`src/rtl/key_event_pkg.sv`:
```
// Shared types and helpers for the per-key debounce / event generator.
package key_event_pkg;

   typedef enum logic [1:0] {
      ST_IDLE = 2'd0,
      ST_HOLD = 2'd1,
      ST_LONG = 2'd2
   } key_state_e;

   localparam logic POL_ACTIVE_LOW  = 1'b0;
   localparam logic POL_ACTIVE_HIGH = 1'b1;

   // Bits needed to hold values 0..max_val inclusive.
   function automatic int cnt_width(input int max_val);
      return $clog2(max_val + 1);
   endfunction

endpackage

```
`src/rtl/key_event_channel.sv`:
```
// One key: polarity normalise, 2-FF synchroniser, debounce counter and the
// IDLE/HOLD/LONG event FSM with its hold and repeat counters.
module key_event_channel
   import key_event_pkg::*;
#(
   parameter int CNT_MAX  = 20_000,
   parameter int LONG_MAX = 10_000_000,
   parameter int REP_MAX  = 2_000_000
) (
   input  logic clk,
   input  logic rst,
   input  logic key_i,
   input  logic active_hi_i,
   input  logic rep_en_i,
   output logic pressed_o,
   output logic press_pulse_o,
   output logic release_pulse_o,
   output logic long_pulse_o,
   output logic repeat_pulse_o
);

   localparam int DW = cnt_width(CNT_MAX);
   localparam int HW = cnt_width(LONG_MAX);
   localparam int RW = cnt_width(REP_MAX);

   localparam logic [DW-1:0] DB_TERM   = DW'(CNT_MAX);
   localparam logic [HW-1:0] HOLD_TERM = HW'(LONG_MAX - 1);
   localparam logic [RW-1:0] REP_TERM  = RW'(REP_MAX - 1);

   logic            sync1_q, sync2_q;
   logic            pressed_q;
   logic [DW-1:0]   db_cnt_q;
   logic [HW-1:0]   hold_cnt_q;
   logic [RW-1:0]   rep_cnt_q;
   key_state_e      state_q;
   logic            press_q, release_q, long_q, repeat_q;

   logic            norm_key_d;
   logic            mismatch_d;
   logic            commit_d;

   assign norm_key_d = (active_hi_i == POL_ACTIVE_HIGH) ? key_i : ~key_i;
   assign mismatch_d = (sync2_q != pressed_q);
   assign commit_d   = mismatch_d && (db_cnt_q == DB_TERM);

   always_ff @(posedge clk) begin
      if (rst) begin
         sync1_q    <= 1'b0;
         sync2_q    <= 1'b0;
         pressed_q  <= 1'b0;
         db_cnt_q   <= '0;
         hold_cnt_q <= '0;
         rep_cnt_q  <= '0;
         state_q    <= ST_IDLE;
         press_q    <= 1'b0;
         release_q  <= 1'b0;
         long_q     <= 1'b0;
         repeat_q   <= 1'b0;
      end else begin
         sync1_q   <= norm_key_d;
         sync2_q   <= sync1_q;
         press_q   <= 1'b0;
         release_q <= 1'b0;
         long_q    <= 1'b0;
         repeat_q  <= 1'b0;

         if (!mismatch_d) begin
            db_cnt_q <= '0;
         end else if (commit_d) begin
            db_cnt_q  <= '0;
            pressed_q <= ~pressed_q;
         end else begin
            db_cnt_q <= db_cnt_q + DW'(1);
         end

         // A release commit is checked first so it pre-empts a coincident long/repeat.
         case (state_q)
            ST_IDLE: begin
               if (commit_d) begin
                  state_q    <= ST_HOLD;
                  press_q    <= 1'b1;
                  hold_cnt_q <= '0;
                  rep_cnt_q  <= '0;
               end
            end
            ST_HOLD: begin
               if (commit_d) begin
                  state_q    <= ST_IDLE;
                  release_q  <= 1'b1;
                  hold_cnt_q <= '0;
                  rep_cnt_q  <= '0;
               end else if (hold_cnt_q == HOLD_TERM) begin
                  state_q   <= ST_LONG;
                  long_q    <= 1'b1;
                  rep_cnt_q <= '0;
               end else begin
                  hold_cnt_q <= hold_cnt_q + HW'(1);
               end
            end
            ST_LONG: begin
               if (commit_d) begin
                  state_q    <= ST_IDLE;
                  release_q  <= 1'b1;
                  hold_cnt_q <= '0;
                  rep_cnt_q  <= '0;
               end else if (!rep_en_i) begin
                  rep_cnt_q <= '0;
               end else if (rep_cnt_q == REP_TERM) begin
                  repeat_q  <= 1'b1;
                  rep_cnt_q <= '0;
               end else begin
                  rep_cnt_q <= rep_cnt_q + RW'(1);
               end
            end
            default: begin
               state_q    <= ST_IDLE;
               hold_cnt_q <= '0;
               rep_cnt_q  <= '0;
            end
         endcase
      end
   end

   assign pressed_o       = pressed_q;
   assign press_pulse_o   = press_q;
   assign release_pulse_o = release_q;
   assign long_pulse_o    = long_q;
   assign repeat_pulse_o  = repeat_q;

endmodule

```
`src/rtl/key_event_debounce.sv`:
```
// Multi-key debounce and event generator: one channel per key plus a
// registered any_event summary of all pulses.
module key_event_debounce
   import key_event_pkg::*;
#(
   parameter int WIDTH    = 4,
   parameter int CNT_MAX  = 20_000,
   parameter int LONG_MAX = 10_000_000,
   parameter int REP_MAX  = 2_000_000
) (
   input  logic             clk,
   input  logic             rst,
   input  logic [WIDTH-1:0] key_in,
   input  logic [WIDTH-1:0] active_hi,
   input  logic [WIDTH-1:0] rep_en,
   output logic [WIDTH-1:0] pressed,
   output logic [WIDTH-1:0] press_pulse,
   output logic [WIDTH-1:0] release_pulse,
   output logic [WIDTH-1:0] long_pulse,
   output logic [WIDTH-1:0] repeat_pulse,
   output logic             any_event
);

   if (CNT_MAX < 1) begin : g_bad_cnt_max
      $error("key_event_debounce: CNT_MAX must be >= 1");
   end
   if (LONG_MAX < 2) begin : g_bad_long_max
      $error("key_event_debounce: LONG_MAX must be >= 2");
   end
   if (REP_MAX < 1) begin : g_bad_rep_max
      $error("key_event_debounce: REP_MAX must be >= 1");
   end

   genvar gi;
   generate
      for (gi = 0; gi < WIDTH; gi++) begin : g_key
         key_event_channel #(
            .CNT_MAX  (CNT_MAX),
            .LONG_MAX (LONG_MAX),
            .REP_MAX  (REP_MAX)
         ) u_channel (
            .clk             (clk),
            .rst             (rst),
            .key_i           (key_in[gi]),
            .active_hi_i     (active_hi[gi]),
            .rep_en_i        (rep_en[gi]),
            .pressed_o       (pressed[gi]),
            .press_pulse_o   (press_pulse[gi]),
            .release_pulse_o (release_pulse[gi]),
            .long_pulse_o    (long_pulse[gi]),
            .repeat_pulse_o  (repeat_pulse[gi])
         );
      end
   endgenerate

   logic any_event_d;
   logic any_event_q;

   assign any_event_d = |{press_pulse, release_pulse, long_pulse, repeat_pulse};

   always_ff @(posedge clk) begin
      if (rst) begin
         any_event_q <= 1'b0;
      end else begin
         any_event_q <= any_event_d;
      end
   end

   assign any_event = any_event_q;

endmodule

```
`config.mk`:
```
export PLATFORM = sky130hd
export DESIGN_NAME = key_event_debounce
export DESIGN_NICKNAME = d
export VERILOG_FILES = /design/src/rtl/key_event_pkg.sv /design/src/rtl/key_event_channel.sv /design/src/rtl/key_event_debounce.sv
export SDC_FILE = /design/constraint.sdc
export NUM_CORES = 1
export LEC_CHECK = 0
export ABC_AREA = 0
export CORE_UTILIZATION = 60
export DETAILED_ROUTE_END_ITERATION = 12
export PLACE_DENSITY = 0.88
export SLEW_MARGIN = 40
export SYNTH_ARGS = -nofsm -noshare
export SYNTH_HDL_FRONTEND = slang
export SYNTH_SLANG_ARGS = --single-unit
```
`constraint.sdc`:
```
create_clock -name clk -period 2.7 [get_ports clk]
set_input_delay 0.405 -clock clk [delete_from_list [all_inputs] [get_ports clk]]
set_output_delay 0.405 -clock clk [all_outputs]
set_load 0.01 [all_outputs]
```
==> flow_summary.ini, run 1 <==
[power]
power.total_mw = 8.68
p_leak_nw = 5.11
peakVddDrop_uv = 535
p_per_area_mw_per_mm2 = 554

[cells_and_area]
fillers = 1771
regArea_mm2 = 0.00555
drive_gt1_share_pct = 7.75
syn_to_final_growth_pct = 11.7
multi_input_area_mm2 = 0.00780
antenna-diode-count = 0
nNetsFinal = 1748

[logic_synthesis]
synth-async-reset-ratio_pct = 0
synth_cell_types = 83
synth_nets = 1724
synth_edf_count = 0
ys_dominant_reg_cell = dfxtp_1
postSynthAreaPerCell_um2 = 8.34
ys_ff_latch = 277
ys_warn_count = 0
synth_area_mm2 = 0.0140
seq_area_frac_synth_pct = 39.5
synth_cells = 1682

[worst_setup_path]
critPathMaxStageDelay_ps = 550
end_kind = register
worstSetupPathDepth = 7
cp_max_fo = 6
reg2reg_from = g_key[3].u_channel.hold_cnt_q[0]
path_cells = ha_1 -> and3_2 -> nand3_1 -> o32ai_4 -> or4b_4 -> or3b_1 -> a21oi_1
startpoint_type = register
reg2reg_depth = 7
criticalPathCategory = reg2reg
slowest_stage = or4b_4
r2r-end = g_key[3].u_channel.rep_cnt_q[11]
critPathTopFamily = simple AND/OR/NAND/NOR gates
r2r_slack_ps = 150
cp.buffers_inverters = 0
worstPathArrival_ps = 3030
crit_required_ps = 3170

[global_routing]
gr-total-overflow = 0
grt_max_degree = 36
antenna_found_initial = 0
track_usage_pct = 26.3
grt_pass1_wl_mm = 53.8
grt_pass1_vias = 11500

[route]
first_iter_violations = 844
route.detailed.drc = 0
dr.pass1.iters = 5
viasPerCell = 6.01
wire_per_inst_um = 15.5
vias = 12300
drt-total-wl_mm = 31.6
postRouteAntennaNets = 0

[clock_network]
cts_buffers = 29
holdBufCountCts = 0
clock_latency_ps = 560
cts_buffer_depth = 3
post-cts-setup-buffers = 0
clk_pin_slew_ps = 60
root_buffer = clkbuf_16
cts_sinks = 277
htreeDepth = 1
cts_resized = 0
cts_tree = built

[timing]
skew_ps = 21.4
period_share_pct = 94.6
relSlewSlack_pct = 53.3
worst_slack_ps = 146
rsz0062_at_grt = false
worstMarginPinSlew_ps = 696
fmax_ghz = 0.391
finalSetupViolations = 0
fin_crit_ps = 2550
whs_ps = 396
slew_viol_final = 0
hold_viol_final = 0
fin_tns_setup_ps = 0

[floorplan]
die_width_um = 155
io_pins = 35
die_h_um = 155
design.core.area_mm2 = 0.0228
die-area_mm2 = 0.0240
initial_core_util_pct = 61.6
rows = 55

[worst_hold_path]
worstHoldEndpoint = g_key[1].u_channel.hold_cnt_q[0]
hold_class = in2reg
hold-path-cell-count = 3
hp-start = rst

[placement]
dp_hpwl_mm = 21.6
place_congestion = 0.898
place_ws_ps = 204
io_buffers = 34

[status]
outcome = finished, final reports clean

[job]
cap_violations = 0
## how the worst max path moves through the flow
stage	to	slack, ps	from
floorplan	g_key[3].u_channel.rep_cnt_q[11]	400	g_key[3].u_channel.db_cnt_q[0]
global placement	g_key[1].u_channel.rep_cnt_q[10]	240	rep_en[1]
detailed placement	g_key[1].u_channel.rep_cnt_q[10]	200	rep_en[1]
CTS	g_key[3].u_channel.rep_cnt_q[11]	170	g_key[3].u_channel.hold_cnt_q[0]
global route	g_key[0].u_channel.hold_cnt_q[19]	20	g_key[0].u_channel.hold_cnt_q[2]
finish	g_key[3].u_channel.rep_cnt_q[11]	150	g_key[3].u_channel.hold_cnt_q[0]
## report_power, final
group | switching [mW] | internal (mW)
registers | 0.00857 | 4.10
clock network | 1.67 | 2.61
logic | 0.190 | 0.0945
total | 1.87 | 6.81
## flip-flops by register name, summed over array words and instances (netlist names), 8 cells and up
signal	flops
g_key.u_channel.rep_cnt_q	84
g_key.u_channel.state_q	8
g_key.u_channel.db_cnt_q	60
g_key.u_channel.hold_cnt_q	96
## final cells by class
| type | instances | area share [%] |
|---|---|---|
| Timing Repair Buffer | 79 | 4.30 |
| Multi-Input combinational cell | 1259 | 49.8 |
| Tap cell | 313 | 2.50 |
| Inverter | 60 | 1.44 |
| Sequential cell | 277 | 35.4 |
| Clock inverter | 12 | 1.25 |
| Clock buffer | 41 | 5.30 |
## placed cells by master, fill, tap and decap left out, drive strengths merged, types with 28 or more instances in the layout
cell / Yosys / routed
nand4: 52 / 52
xnor2: 101 / 101
inv: 59 / 60
clkbuf: 50 / 41
nor2: 257 / 257
nor3: 30 / 30
a21oi: 70 / 70
nand3: 98 / 98
a211oi: 36 / 36
o21ai: 59 / 59
buf: 36 / 46
xor2: 60 / 60
dfxtp: 277 / 277
clkdlybuf4s50: 0 / 33
and3: 47 / 47
nand2: 123 / 123
ha: 28 / 28
## stage by stage
| step | instances | cell area, um2 | util [%] |
|---|---|---|---|
| after floorplan | 1682 | 14000 | - |
| after global placement | 1988 | 14600 | 64.2 |
| after detailed placement | 1988 | 14600 | 64.3 |
| after CTS | 2041 | 15700 | 68.8 |
| after global routing | 2041 | 15700 | 68.8 |
| final | 2041 | 15700 | 68.8 |
## kinds of logic (layout without fill, tap and decap cells)
family	count (synthesis)	in the layout	synth area share, %
adder cells (fa/ha/maj)	28	28	2.50
XOR/XNOR	161	161	10.1
flip-flops	277	277	39.5
AO/OA/AOI/OAI	287	287	14.0
AND/OR/NAND/NOR	781	781	28.9
multiplexers	2	2	0.143
buffers and inverters	146	192	4.85
## cell usage after synthesis (all sizes together) (7+ instances only)
library cell  count  area share (%)
a211oi           36             1.9
nor4b            20             1.4
nor3b             9            0.48
nor3             30             1.1
nand4b            8            0.50
a22o              8            0.50
or3              14            0.63
xnor2           101             6.3
nor2            257             7.0
xor2             60             3.7
clkbuf           50             1.5
nand3            98             3.5
nand2           123             3.3
buf              36             1.8
a2111oi          12             1.1
ha               28             2.5
and3             47             2.1
a31oi             8            0.36
inv              59             1.6
a21o             11            0.59
o2111ai          16             1.0
o31ai             8            0.43
and2             16            0.74
nand4            52             2.4
dfxtp           277              40
a21oi            70             2.5
o21ai            59             2.1
nor4             26             1.2
and4             14            0.89
or4              12            0.70
o211ai           13            0.70
nor4bb            7            0.50
or2              12            0.54
nor2b            12            0.54
## worst min-delay path: cells and delay by family
kind                   cells  cell delay (ps)
buffers and inverters      2              400
AND/OR/NAND/NOR            1               90
## per-layer routing
metal	global-route usage [%]	up-vias	wire length, um
met5	0	-	0
met2	44.7	383	14900
met1	35.5	5787	14500
li1	-	6032	-
met4	6.93	0	584
met3	3.12	61	1630
(Power assumes the default switching activity.)
==> run 2: changes to the inputs <==
ABC_AREA = default   (was 0)
==> results of run 2 <==
The final DEF is identical to that of run 1; final timing and power are the same.
==> run 3: changes to the inputs <==
CTS_BUF_LIST = sky130_fd_sc_hd__clkbuf_4 sky130_fd_sc_hd__clkbuf_8   (was default)
SETUP_SLACK_MARGIN = 0.1   (was default)
==> run 3 against run 2 <==
Non-clock buffer count unchanged. Via count increased by 0.86%. Cell area decreased by 0.30%. Largest cell class unchanged. Largest power group is now registers.
==> flow_summary.ini, run 3 (synthesized netlist as in run 1, its figures left out) <==
[worst_setup_path]
slowest_stage = nor4bb_1
crit_required_ps = 3170
startpoint_type = register
worstPathArrival_ps = 2930
critPathMaxStageDelay_ps = 400
cp_max_fo = 15
end_kind = register
criticalPathCategory = reg2reg
path_cells = inv_1 -> ha_1 -> nor4bb_1 -> and3_1 -> nand2_1 -> buf_4 -> a211oi_1 -> xnor2_1 -> nor2_1
critPathTopFamily = simple AND/OR/NAND/NOR gates
cp.buffers_inverters = 2

[timing]
finalSetupViolations = 0
fmax_ghz = 0.406
fin_crit_ps = 2460
hold_viol_final = 0
worst_slack_ps = 236
relSlewSlack_pct = 49.7
fin_tns_setup_ps = 0
rsz0062_at_grt = false
whs_ps = 363
period_share_pct = 91.2
slew_viol_final = 0
skew_ps = 45.9
worstMarginPinSlew_ps = 748

[clock_network]
htreeDepth = 2
cts_tree = built
cts_buffers = 46
clock_latency_ps = 590
cts_buffer_depth = 3
clk_pin_slew_ps = 60
cts_sinks = 277
root_buffer = clkbuf_8

[floorplan]
io_pins = 35
die_width_um = 155
die_h_um = 155
initial_core_util_pct = 61.6
die-area_mm2 = 0.0240
design.core.area_mm2 = 0.0228
rows = 55

[global_routing]
gr-total-overflow = 0
grt_pass1_wl_mm = 53.6
grt_max_degree = 36
antenna_found_initial = 0
grt_pass1_vias = 11600
track_usage_pct = 26.3

[cells_and_area]
drive_gt1_share_pct = 9.58
fin_area_mm2 = 0.0156
fin_util_pct = 68.5
final_common_cell = dfxtp_1
fin_cells = 2066
antenna-diode-count = 0
final_cell_mix = dfxtp_1, nor2_1, nand2_1
largest_register_ffs = 96
top_register = g_key.u_channel.hold_cnt_q
top_regs = g_key.u_channel.hold_cnt_q (96), g_key.u_channel.rep_cnt_q (84), g_key.u_channel.db_cnt_q (60)
syn_to_final_growth_pct = 11.3
nNetsFinal = 1765

[placement]
io_buffers = 34
dp_hpwl_mm = 21.6
place_congestion = 0.898
placedCellCount = 1988
placed_area_mm2 = 0.0146
place_ws_ps = 204

[job]
cap_violations = 0

[route]
wire_per_inst_um = 15.3
drt-total-wl_mm = 31.6
route.detailed.drc = 0
postRouteAntennaNets = 0
dr.pass1.iters = 5
first_iter_violations = 884
viasPerCell = 5.99
vias = 12400

[power]
peakVddDrop_uv = 392
power.total_mw = 8.24
p_leak_nw = 5.12
p_per_area_mw_per_mm2 = 528

[worst_hold_path]
hold_class = in2reg

[status]
outcome = finished, final reports clean
run 3: cell types whose count changed in the layout (fill, tap and decap cells not counted), moves of 3 or more:
cell / previous run / this run
clkbuf_16: 29 / 0
bufinv_16: 5 / 0
clkinv_2: 4 / 1
clkbuf_1: 6 / 0
clkbuf_8: 6 / 58
clkbuf_4: 0 / 16
run 3: layout make-up:
type                    instances  area [um2]
clock buffers                  74         918
fillers                      1778        7160
well taps                     313         392
clock inverters                 4        38.8
repair buffers                 79         673
flip-flops and latches        277        5550
multi-input cells            1259        7820
inverters                      60         225
run 3: repair_timing:
item                       in CTS  in global routing
setup buffers                   0                  0
hold buffers                    0                  0
hold endpoints to repair        0                  0
resized for setup               0                  4
setup endpoints to repair       0                 11
run 3: layer usage:
layer	vias up	share of wire, %	track usage [%]
met4	0	2.0	8.63
met5	-	0	0
met2	395	47	43.9
met3	60	5.8	3.96
li1	6054	-	-
met1	5860	45	35.0
run 3: where the power goes:
part           total, mW  internal [mW]  switching, mW  leakage, nW
registers           4.11           4.10        0.00856         2.23
logic              0.285         0.0950          0.190         2.37
clock network       3.84           2.15           1.69        0.510
total               8.24           6.35           1.89         5.12
run 3: path summary, 6_finish.rpt:
kind | slack (ps) | end | depth (start not counted) | from
min reg2reg | 410 | g_key[2].u_channel.sync2_q | 1 | g_key[2].u_channel.sync1_q
max | 240 | g_key[2].u_channel.hold_cnt_q[5] | 9 | g_key[2].u_channel.db_cnt_q[0]
max reg2reg | 240 | g_key[2].u_channel.hold_cnt_q[5] | 9 | g_key[2].u_channel.db_cnt_q[0]
min | 360 | g_key[2].u_channel.sync2_q | 3 | rst
run 3: worst register-to-register path, delay by kind of cell, from the launching register on:
kind | cells | cell delay, ps
DFF | 1 | 340
xor gates and xnor gates | 1 | 190
adders and majority gates | 1 | 130
and+or+nand+nor | 4 | 980
AOI/OAI and AO/OA | 1 | 370
buffers and inverters | 2 | 350
